`src/rtl/i2c_req_arbiter_pkg.sv`:
```
// Shared types and default timing for the I2C request arbiter.
package i2c_arb_pkg;

  typedef enum logic [1:0] {
    IDLE,
    START,
    XFER,
    GAP
  } arb_state_t;

  localparam int I2C_ADDR_W = 7;
  localparam int I2C_DATA_W = 8;

  localparam int DEF_NREQ      = 4;
  localparam int DEF_XFER_CYC  = 22;
  localparam int DEF_STOP_HOLD = 2;
  localparam int DEF_GAP_CYC   = 3;

endpackage

```
`src/rtl/i2c_req_arbiter_if.sv`:
```
// Requester-side and i2c_master-side signals of the arbiter.
interface i2c_req_arbiter_if #(
  parameter int NREQ = i2c_arb_pkg::DEF_NREQ
) ();
  import i2c_arb_pkg::*;

  logic [NREQ-1:0]                   req;
  logic [NREQ-1:0]                   req_rw;
  logic [NREQ-1:0][I2C_ADDR_W-1:0]   req_addr;
  logic [NREQ-1:0][I2C_DATA_W-1:0]   req_wdata;
  logic [NREQ-1:0]                   gnt;
  logic [NREQ-1:0]                   done;
  logic                              busy;
  logic                              m_start;
  logic                              m_stop;
  logic                              m_rw;
  logic [I2C_ADDR_W-1:0]             m_addr;
  logic [I2C_DATA_W-1:0]             m_wdata;

  // Arbiter side
  modport master (
    input  req, req_rw, req_addr, req_wdata,
    output gnt, done, busy, m_start, m_stop, m_rw, m_addr, m_wdata
  );

  // Client / i2c_master side
  modport slave (
    output req, req_rw, req_addr, req_wdata,
    input  gnt, done, busy, m_start, m_stop, m_rw, m_addr, m_wdata
  );

endinterface

```
`src/rtl/i2c_req_arbiter_rr_pick.sv`:
```
// Combinational round-robin selector: first set req bit at or above ptr, wrapping.
module rr_pick #(
  parameter int NREQ = 4
) (
  input  logic [NREQ-1:0]         req,
  input  logic [$clog2(NREQ)-1:0] ptr,
  output logic [NREQ-1:0]         onehot,
  output logic [$clog2(NREQ)-1:0] idx,
  output logic                    valid
);
  localparam int IDX_W = $clog2(NREQ);

  logic [IDX_W-1:0] cand;

  always_comb begin
    onehot = '0;
    idx    = '0;
    valid  = 1'b0;
    cand   = '0;
    for (int unsigned i = 0; i < NREQ; i++) begin
      cand = IDX_W'((32'(ptr) + i) % NREQ);
      if (!valid && req[cand]) begin
        valid        = 1'b1;
        idx          = cand;
        onehot[cand] = 1'b1;
      end
    end
  end

endmodule

```
`src/rtl/i2c_req_arbiter.sv`:
```
// Round-robin arbiter sequencing one full i2c_master transfer per grant,
// followed by a bus-free gap.
module i2c_req_arbiter
  import i2c_arb_pkg::*;
#(
  parameter int NREQ      = DEF_NREQ,
  parameter int XFER_CYC  = DEF_XFER_CYC,
  parameter int STOP_HOLD = DEF_STOP_HOLD,
  parameter int GAP_CYC   = DEF_GAP_CYC
) (
  input logic               clk,
  input logic               reset,
  i2c_req_arbiter_if.master bus
);
  localparam int IDX_W   = $clog2(NREQ);
  localparam int CNT_MAX = (XFER_CYC > GAP_CYC) ? XFER_CYC : GAP_CYC;
  localparam int CNT_W   = $clog2(CNT_MAX + 1);

  localparam logic [CNT_W-1:0] XFER_LAST = CNT_W'(XFER_CYC - 1);
  localparam logic [CNT_W-1:0] GAP_LAST  = CNT_W'(GAP_CYC - 1);
  localparam logic [CNT_W-1:0] STOP_TH   = CNT_W'(STOP_HOLD);
  localparam logic [CNT_W-1:0] CNT_ONE   = CNT_W'(1);
  localparam logic [IDX_W-1:0] LAST_IDX  = IDX_W'(NREQ - 1);
  localparam logic [IDX_W-1:0] IDX_ONE   = IDX_W'(1);

  arb_state_t               state, state_n;
  logic [CNT_W-1:0]         cnt, cnt_n;
  logic [IDX_W-1:0]         rr_ptr, rr_ptr_n;
  logic [NREQ-1:0]          pick_oh;
  logic [IDX_W-1:0]         pick_idx;
  logic                     pick_valid;
  logic [NREQ-1:0]          gnt_n, done_n;
  logic                     busy_n, m_start_n, m_stop_n, m_rw_n;
  logic [I2C_ADDR_W-1:0]    m_addr_n;
  logic [I2C_DATA_W-1:0]    m_wdata_n;

  rr_pick #(.NREQ(NREQ)) u_pick (
    .req    (bus.req),
    .ptr    (rr_ptr),
    .onehot (pick_oh),
    .idx    (pick_idx),
    .valid  (pick_valid)
  );

  always_comb begin
    state_n   = state;
    cnt_n     = cnt;
    rr_ptr_n  = rr_ptr;
    gnt_n     = bus.gnt;
    done_n    = '0;
    m_start_n = 1'b0;
    m_stop_n  = bus.m_stop;
    m_rw_n    = bus.m_rw;
    m_addr_n  = bus.m_addr;
    m_wdata_n = bus.m_wdata;
    case (state)
      IDLE: begin
        if (pick_valid) begin
          state_n   = START;
          gnt_n     = pick_oh;
          m_start_n = 1'b1;
          m_rw_n    = bus.req_rw[pick_idx];
          m_addr_n  = bus.req_addr[pick_idx];
          m_wdata_n = bus.req_wdata[pick_idx];
          rr_ptr_n  = (pick_idx == LAST_IDX) ? '0 : pick_idx + IDX_ONE;
        end
      end
      START: begin
        state_n  = XFER;
        cnt_n    = XFER_LAST;
        // Covers STOP_HOLD == XFER_CYC, where stop spans the whole transfer
        m_stop_n = (XFER_LAST < STOP_TH);
      end
      XFER: begin
        if (cnt == '0) begin
          state_n  = GAP;
          cnt_n    = GAP_LAST;
          m_stop_n = 1'b0;
          gnt_n    = '0;
          done_n   = bus.gnt;
        end else begin
          cnt_n    = cnt - CNT_ONE;
          m_stop_n = (cnt_n < STOP_TH);
        end
      end
      GAP: begin
        if (cnt == '0) state_n = IDLE;
        else           cnt_n   = cnt - CNT_ONE;
      end
      default: state_n = IDLE;
    endcase
    busy_n = (state_n != IDLE);
  end

  always_ff @(posedge clk or negedge reset) begin
    if (!reset) begin
      state       <= IDLE;
      cnt         <= '0;
      rr_ptr      <= '0;
      bus.gnt     <= '0;
      bus.done    <= '0;
      bus.busy    <= 1'b0;
      bus.m_start <= 1'b0;
      bus.m_stop  <= 1'b0;
      bus.m_rw    <= 1'b0;
      bus.m_addr  <= '0;
      bus.m_wdata <= '0;
    end else begin
      state       <= state_n;
      cnt         <= cnt_n;
      rr_ptr      <= rr_ptr_n;
      bus.gnt     <= gnt_n;
      bus.done    <= done_n;
      bus.busy    <= busy_n;
      bus.m_start <= m_start_n;
      bus.m_stop  <= m_stop_n;
      bus.m_rw    <= m_rw_n;
      bus.m_addr  <= m_addr_n;
      bus.m_wdata <= m_wdata_n;
    end
  end

endmodule

```
`src/flat_wrapper.sv`:
```
// flat-port wrapper written by rule: the top's interface ports become plain ports
module i2c_req_arbiter_flat import i2c_arb_pkg::*;
#(
  parameter int NREQ      = DEF_NREQ,
  parameter int XFER_CYC  = DEF_XFER_CYC,
  parameter int STOP_HOLD = DEF_STOP_HOLD,
  parameter int GAP_CYC   = DEF_GAP_CYC
)
  (clk, reset, bus_req, bus_req_rw, bus_req_addr, bus_req_wdata, bus_gnt, bus_done, bus_busy, bus_m_start, bus_m_stop, bus_m_rw, bus_m_addr, bus_m_wdata);
  i2c_req_arbiter_if #(.NREQ(NREQ)) bus_i ();
  input logic clk;
  input logic reset;
  input wire logic [$bits(bus_i.req)-1:0] bus_req;
  input wire logic [$bits(bus_i.req_rw)-1:0] bus_req_rw;
  input wire logic [$bits(bus_i.req_addr)-1:0] bus_req_addr;
  input wire logic [$bits(bus_i.req_wdata)-1:0] bus_req_wdata;
  output wire logic [$bits(bus_i.gnt)-1:0] bus_gnt;
  output wire logic [$bits(bus_i.done)-1:0] bus_done;
  output wire logic [$bits(bus_i.busy)-1:0] bus_busy;
  output wire logic [$bits(bus_i.m_start)-1:0] bus_m_start;
  output wire logic [$bits(bus_i.m_stop)-1:0] bus_m_stop;
  output wire logic [$bits(bus_i.m_rw)-1:0] bus_m_rw;
  output wire logic [$bits(bus_i.m_addr)-1:0] bus_m_addr;
  output wire logic [$bits(bus_i.m_wdata)-1:0] bus_m_wdata;
  assign bus_i.req = bus_req;
  assign bus_i.req_rw = bus_req_rw;
  assign bus_i.req_addr = bus_req_addr;
  assign bus_i.req_wdata = bus_req_wdata;
  assign bus_gnt = bus_i.gnt;
  assign bus_done = bus_i.done;
  assign bus_busy = bus_i.busy;
  assign bus_m_start = bus_i.m_start;
  assign bus_m_stop = bus_i.m_stop;
  assign bus_m_rw = bus_i.m_rw;
  assign bus_m_addr = bus_i.m_addr;
  assign bus_m_wdata = bus_i.m_wdata;
  i2c_req_arbiter #(.NREQ(NREQ), .XFER_CYC(XFER_CYC), .STOP_HOLD(STOP_HOLD), .GAP_CYC(GAP_CYC)) u_core (.clk(clk), .reset(reset), .bus(bus_i));
endmodule
```
`config.mk`:
```
export PLATFORM = sky130hd
export DESIGN_NAME = i2c_req_arbiter_flat
export DESIGN_NICKNAME = d
export VERILOG_FILES = /design/src/rtl/i2c_req_arbiter_pkg.sv /design/src/rtl/i2c_req_arbiter_if.sv /design/src/rtl/i2c_req_arbiter_rr_pick.sv /design/src/rtl/i2c_req_arbiter.sv /design/src/flat_wrapper.sv
export SDC_FILE = /design/constraint.sdc
export NUM_CORES = 1
export LEC_CHECK = 0
export CORE_MARGIN = 5
export CORE_UTILIZATION = 47
export DETAILED_ROUTE_END_ITERATION = 10
export MAX_ROUTING_LAYER = met4
export PLACE_DENSITY = 0.93
export SETUP_SLACK_MARGIN = 0.5
export SLEW_MARGIN = 20
export SYNTH_ARGS = -nofsm -noshare
export SYNTH_HDL_FRONTEND = slang
export SYNTH_SLANG_ARGS = --single-unit
```
`constraint.sdc`:
```
create_clock -name clk -period 3.9 [get_ports clk]
set_clock_uncertainty 0.2 [all_clocks]
set_input_delay 0.39 -clock clk [delete_from_list [all_inputs] [get_ports clk]]
set_output_delay 0.39 -clock clk [all_outputs]
set_load 0.01 [all_outputs]
```
## Yosys cells after proc, flatten, opt, wreduce, memory -nomap -nowiden

Cells that the tools add are included.
Widths: inputs -> output; s select.

| operators by class | value |
|---|---|
| $add $sub $neg | 5 |
| multipliers | 0 |
| divide/modulo/power cells | 0 |
| magnitude comparators | 10 |
| equal/unequal tests | 7 |
| shifts and indexed selects | 0 |
| mux-type cells | 51 |
| bitwise operators | 3 |
| reduce and logical (&&, ||, !) cells | 19 |

Operators with widths:

| kind | count |
|---|---|
| $mux 4 | 8 |
| $bmux 8 s2 | 1 |
| $mux 1 | 16 |
| $mux 2 | 8 |
| $lt 2x3->1 const B | 5 |
| $pmux 5 s3 | 1 |
| $bmux 7 s2 | 1 |
| $or 4x4->4 | 3 |
| $bmux 1 s2 | 5 |
| $mux 5 | 2 |
| $demux 1 s2 | 4 |
| $ge 2x1->1 const B | 4 |
| $mux 8 | 1 |
| $pmux 2 s4 | 1 |
| $pmux 4 s2 | 1 |
| $logic_and 1x1->1 | 7 |
| $mux 7 | 1 |
| $eq 2x2->1 const B | 3 |
| $reduce_bool 2->1 | 3 |
| $logic_not 5->1 | 1 |
| $lt 5x2->1 const B | 1 |
| $sub 5x1->5 const B | 1 |
| $add 2x1->2 const B | 2 |
| $add 2x2->2 const B | 2 |
| 9 further kinds | 13 |

| storage, ports and cells | value |
|---|---|
| register bits | 36 |
| latch bits | 0 |
| memory bits (writable) | 0 |
| bits in read-only memories | 0 |
| bits of input ports | 70 |
| output and inout port bits | 27 |
| logic and storage cells | 106 |
| memories kept | 0 |

## Depth between registers and ports, before layout

| logic depth | value |
|---|---|
| depth in word-level cells | 15 |
| mapped depth | 13 |
| depth with buffers taken out | 8 |

## By module

Synthesis repeated with hierarchy kept, for this count alone.

| second synthesis, totals | value |
|---|---|
| cells, all modules | 226 |
| area total of the unflattened synthesis | 2,388.5 µm² |

Modules (own cells, without submodules):

| module | times used | cells each | area an instance (µm²) | sequential area each (µm²) |
|---|---|---|---|---|
| i2c_req_arbiter | 1 | 181 | 1,969.4 | 900.9 |
| rr_pick | 1 | 45 | 419.2 | 0.0 |

## Worst setup path after synthesis

OpenSTA, ideal clock, no wires.

| timing path | value |
|---|---|
| path kind | reg2reg |
| from | reg u_core.rr_ptr[0] |
| to | reg u_core.bus.m_wdata[0] |
| library setup time | 141 ps |
| arrival | 2,766 ps |
| required time | 3,559 ps |
| path slack | 794 ps |
| cell stages (with the launch flop) | 12 |
| path buffers | 3 |
| period minus slack after synthesis | 3,106 ps |
| cells stage by stage | dfrtp_1 > buf_6 > inv_1 > ha_1 > buf_2 > mux4_2 > nor2b_4 > nor3b_4 > buf_6 > mux2_1 > o211ai_1 > a31oi_1 |

| between the ends | value |
|---|---|
| longest elaborated chain between the ends | 14 |
| elaborated cells between the ends (all ways) | 28 |
| those cells by class | 3 x add/sub; 18 x mux; 7 x reduce/logical |

RTL lines:

| element | RTL line | RTL |
|---|---|---|
| from (decl) | i2c_req_arbiter.sv:28 | `logic [IDX_W-1:0] rr_ptr, rr_ptr_n;` |
| from (signal assigned) | i2c_req_arbiter.sv:111 | `rr_ptr <= rr_ptr_n;` |
| parallel branches: the longest is 14 deep, another holds $add 2x1->2 | n/a |  |
| to (signal assigned) | i2c_req_arbiter.sv:119 | `bus.m_wdata <= m_wdata_n;` |
| to (decl) | i2c_req_arbiter_if.sv:23 | `output gnt, done, busy, m_start, m_stop, m_rw, m_addr, m_wdata` |

Several ways; the timed one is not identified. The select of a mux whose other input is x is not followed.
A chain may end at the register's enable or synchronous reset.

## Final worst setup path

| timing path | value |
|---|---|
| from | reg u_core.rr_ptr[1] |
| to | reg u_core.bus.m_wdata[3] |

The elaborated chain is that of the path after synthesis.

==> impl_metrics.env <==
export IMPL_worst_r2r_setup_slack_ns=0.69
export IMPL_finalHoldViolations=0
export IMPL_irDropWorstVdd_uv=382
export IMPL_run_status="finished, final reports clean"
export IMPL_slew_limit_headroom_pct=47.5
export IMPL_io_buffers=96
export IMPL_drc=0
export IMPL_grt_pass1_vias=2891
export IMPL_ios=97
export IMPL_setup_viol=0
export IMPL_multi_input_area_um2=1870
export IMPL_met3_length_um=592
export IMPL_hold_start="u_core.bus.gnt[0]$_DFFE_PN0P_"
export IMPL_nFillCells=460
export IMPL_ys_ff_latch=36
export IMPL_syn2layout_area_growth_pct=37.4
export IMPL_ff_latch_area_um2=901
export IMPL_antenna_cells=0
export IMPL_clkSinkCount=36
export IMPL_clkSlewWorstSetupHoldPaths_ns=0.07
export IMPL_r2r_cells=9
export IMPL_synth_area_um2=2940
export IMPL_wl_um=8190
export IMPL_powerDensity_nw_per_um2=799
export IMPL_die_w_um=89.1
export IMPL_ys_async_sr_fraction_pct=100
export IMPL_setup_tns_ns=0
export IMPL_wl_met2_um=4230
export IMPL_cts_tree="built"
export IMPL_finalNetCount=524
export IMPL_drive_gt1_share_pct=8.82
export IMPL_synth_seq_area_share_pct=30.7
export IMPL_synth_avg_cell_area_um2=8.30
export IMPL_postRouteAntennaNets=0
export IMPL_synth_edf_count=0
export IMPL_critPathRequiredTime_ns=3.86
export IMPL_period_needed_ns=3.21
export IMPL_clk_latency_ns=0.29
export IMPL_synth_nets=437
export IMPL_grtUsageTotal_pct=21.9
export IMPL_numCtsBuffers=5
export IMPL_grt_max_degree=51
export IMPL_rows=28
export IMPL_die_y_um=89.1
export IMPL_min_delay_path_depth=2
export IMPL_post_dp_hpwl_um=6400
export IMPL_ctsLongestPathBuffers=2
export IMPL_r2r_start="u_core.rr_ptr[1]$_DFFE_PN0P_"
export IMPL_top_layer_used="met4"
export IMPL_netlist_instances=354
export IMPL_core_area_um2=5990
export IMPL_crit_start="u_core.rr_ptr[1]$_DFFE_PN0P_"
export IMPL_cp_max_fo=16
export IMPL_start_kind="flop"
export IMPL_initial_core_util_pct=49.1
export IMPL_cap_violations=0
export IMPL_htree_levels=2
export IMPL_synth_ff_type="dfrtp_1"
export IMPL_grt_pass1_wl_um=13400
export IMPL_endpoint_kind="flop"
export IMPL_m1WireLength_um=3280
export IMPL_crit_type="flop to flop"
export IMPL_worstMarginPinSlew_ns=0.782
export IMPL_synthDistinctLibCells=44
export IMPL_worstHoldPathType="flop to flop"
export IMPL_fin_total_pwr_mw=3.23
export IMPL_via_per_inst=5.86
export IMPL_vias=3030
export IMPL_critPathArrivalTime_ns=3.17
export IMPL_post_cts_buffers=0
export IMPL_period_share_pct=82.3
export IMPL_drtIter0Drc=277
export IMPL_die_area_um2=7940
export IMPL_rsz0062_at_grt="true"
export IMPL_post_drt_wl_per_cell_um=15.8
export IMPL_place_gp_congestion=0.876
export IMPL_power_leakage_nw=1.60
export IMPL_antenna_found_initial=0
export IMPL_r2r_end="u_core.bus.m_wdata[3]$_DFFE_PN0P_"
export IMPL_hold_path_end="u_core.bus.gnt[0]$_DFFE_PN0P_"
export IMPL_final_max_slew_violation_count=0
export IMPL_yosysWarnings=0
export IMPL_firstDrtPassIters=4
export IMPL_max_freq_ghz=0.311
export IMPL_grt_ovfl_total=0
export IMPL_cts_root_buf="clkbuf_8"
==> synth_stat cells, types with 2 or more instances <==
cell / n / area (um^2)
nor3_1: 6 / 30.0
buf_2: 6 / 30.0
mux2i_1: 2 / 20.0
mux2_1: 10 / 113
nand3_1: 22 / 110
dfrtp_1: 36 / 901
or3_1: 3 / 18.8
o21ai_0: 7 / 35.0
and3_1: 5 / 31.3
o211ai_1: 32 / 240
inv_1: 9 / 33.8
o31ai_1: 6 / 45.0
ha_1: 13 / 163
a22oi_1: 4 / 30.0
nand2_1: 47 / 176
nor2_1: 35 / 131
mux2_2: 12 / 135
clkbuf_1: 16 / 60.1
buf_6: 3 / 33.8
a211oi_1: 4 / 30.0
xnor2_1: 2 / 17.5
mux4_2: 2 / 45.0
a31oi_1: 17 / 106
nand2b_1: 20 / 125
o22ai_1: 5 / 31.3
a21oi_1: 12 / 60.1
==> layout by cell type (no fill, tap or decap), drive strengths merged, types with 2 or more instances in the layout <==
cell            n
clkdlybuf4s50  95
nand2          47
dfrtp          36
nor2           35
o211ai         32
nand3          22
mux2           22
nand2b         20
a31oi          17
ha             13
a21oi          12
buf            11
inv             9
o21ai           7
clkbuf          7
o31ai           6
nor3            6
o22ai           5
and3            5
a22oi           4
a211oi          4
or3             3
mux2i           3
mux4            2
xnor2           2
nor3b           2
o311ai          2
==> state kept, by name, indices dropped and copies added, names as in the netlist <==
signal,cells
u_core.bus.m_wdata,8
u_core.state,2
u_core.rr_ptr,2
u_core.bus.busy,1
u_core.bus.done,4
u_core.cnt,5
u_core.bus.gnt,4
u_core.bus.m_addr,7
u_core.bus.m_start,1
u_core.bus.m_stop,1
u_core.bus.m_rw,1
==> critical path, stage by stage (launching register included) <==
cell,delay (ns)
dfrtp_1,0.55
inv_1,0.19
ha_1,0.36
mux4_2,0.58
nor2b_4,0.24
nor3b_4,0.07
buf_4,0.22
mux2_1,0.32
o211ai_1,0.22
a31oi_1,0.13
==> worst max-delay path by stage <==
| stage | end | slack, ns | cells past startpoint |
|---|---|---|---|
| 2_1_floorplan | u_core.bus.m_wdata[0]$_DFFE_PN0P_ | 0.79 | 11 |
| 3_3_place_gp | u_core.bus.m_wdata[7]$_DFFE_PN0P_ | 0.67 | 8 |
| 3_5_place_dp | u_core.bus.m_wdata[1]$_DFFE_PN0P_ | 0.57 | 8 |
| 4_1_cts | u_core.bus.m_wdata[1]$_DFFE_PN0P_ | 0.61 | 9 |
| 5_1_grt | u_core.bus.m_wdata[7]$_DFFE_PN0P_ | 0.50 | 9 |
| 6_report | u_core.bus.m_wdata[3]$_DFFE_PN0P_ | 0.69 | 9 |
==> metal layers <==
layer | global-route usage (%) | up-vias
met5 | - | -
met4 | 4.74 | 0
met3 | 4.42 | 12
met2 | 37.6 | 119
met1 | 26.5 | 1436
li1 | - | 1463
==> where the power goes <==
| part | internal, mW | total (mW) | leakage [nW] | switching (mW) |
|---|---|---|---|---|
| combinational | 1.03 | 2.28 | 1.13 | 1.25 |
| clock | 0.144 | 0.278 | 0.0445 | 0.134 |
| sequential | 0.545 | 0.671 | 0.422 | 0.126 |
==> logic make-up after synthesis <==
kind of cell / after synthesis / synth area share (%)
xor+xnor: 3 / 0.894
flops: 36 / 30.7
buf+inv: 37 / 5.87
simple gates: 142 / 22.9
fa+ha+maj: 13 / 5.53
mux: 27 / 11.4
compound gates: 96 / 22.8
==> area by class of cell <==
cell class	instances	share of cell area (%)
multi-input combinational	281	46.3
clock inverter	1	0.186
clock buffer	7	2.14
inverter	10	0.929
sequential	36	22.3
tap	75	2.32
timing repair buffer	107	25.8
==> stage by stage <==
step / util [%] / std cells / area, um^2 / worst slack, ns / hold slack, ns
2_1_floorplan: - / 354 / 2940 / 0.794 / -0.106
3_3_place_gp: 65.6 / 508 / 3930 / 0.670 / 0.306
3_5_place_dp: 65.6 / 508 / 3930 / 0.566 / 0.315
4_1_cts: 67.3 / 517 / 4030 / 0.607 / 0.334
5_1_grt: 67.4 / 517 / 4040 / 0.498 / 0.357
6_report: 67.4 / 517 / 4040 / 0.689 / 0.323
==> repair_timing <==
| item | 4_1_cts | 5_1_grt |
|---|---|---|
| gates resized for setup | 0 | 2 |
| endpoints found under the hold margin | 5 | 0 |
| hold buffers | 1 | 0 |
| endpoints found under the setup margin | 0 | 17 |
Power figures use the tool's default switching activity.
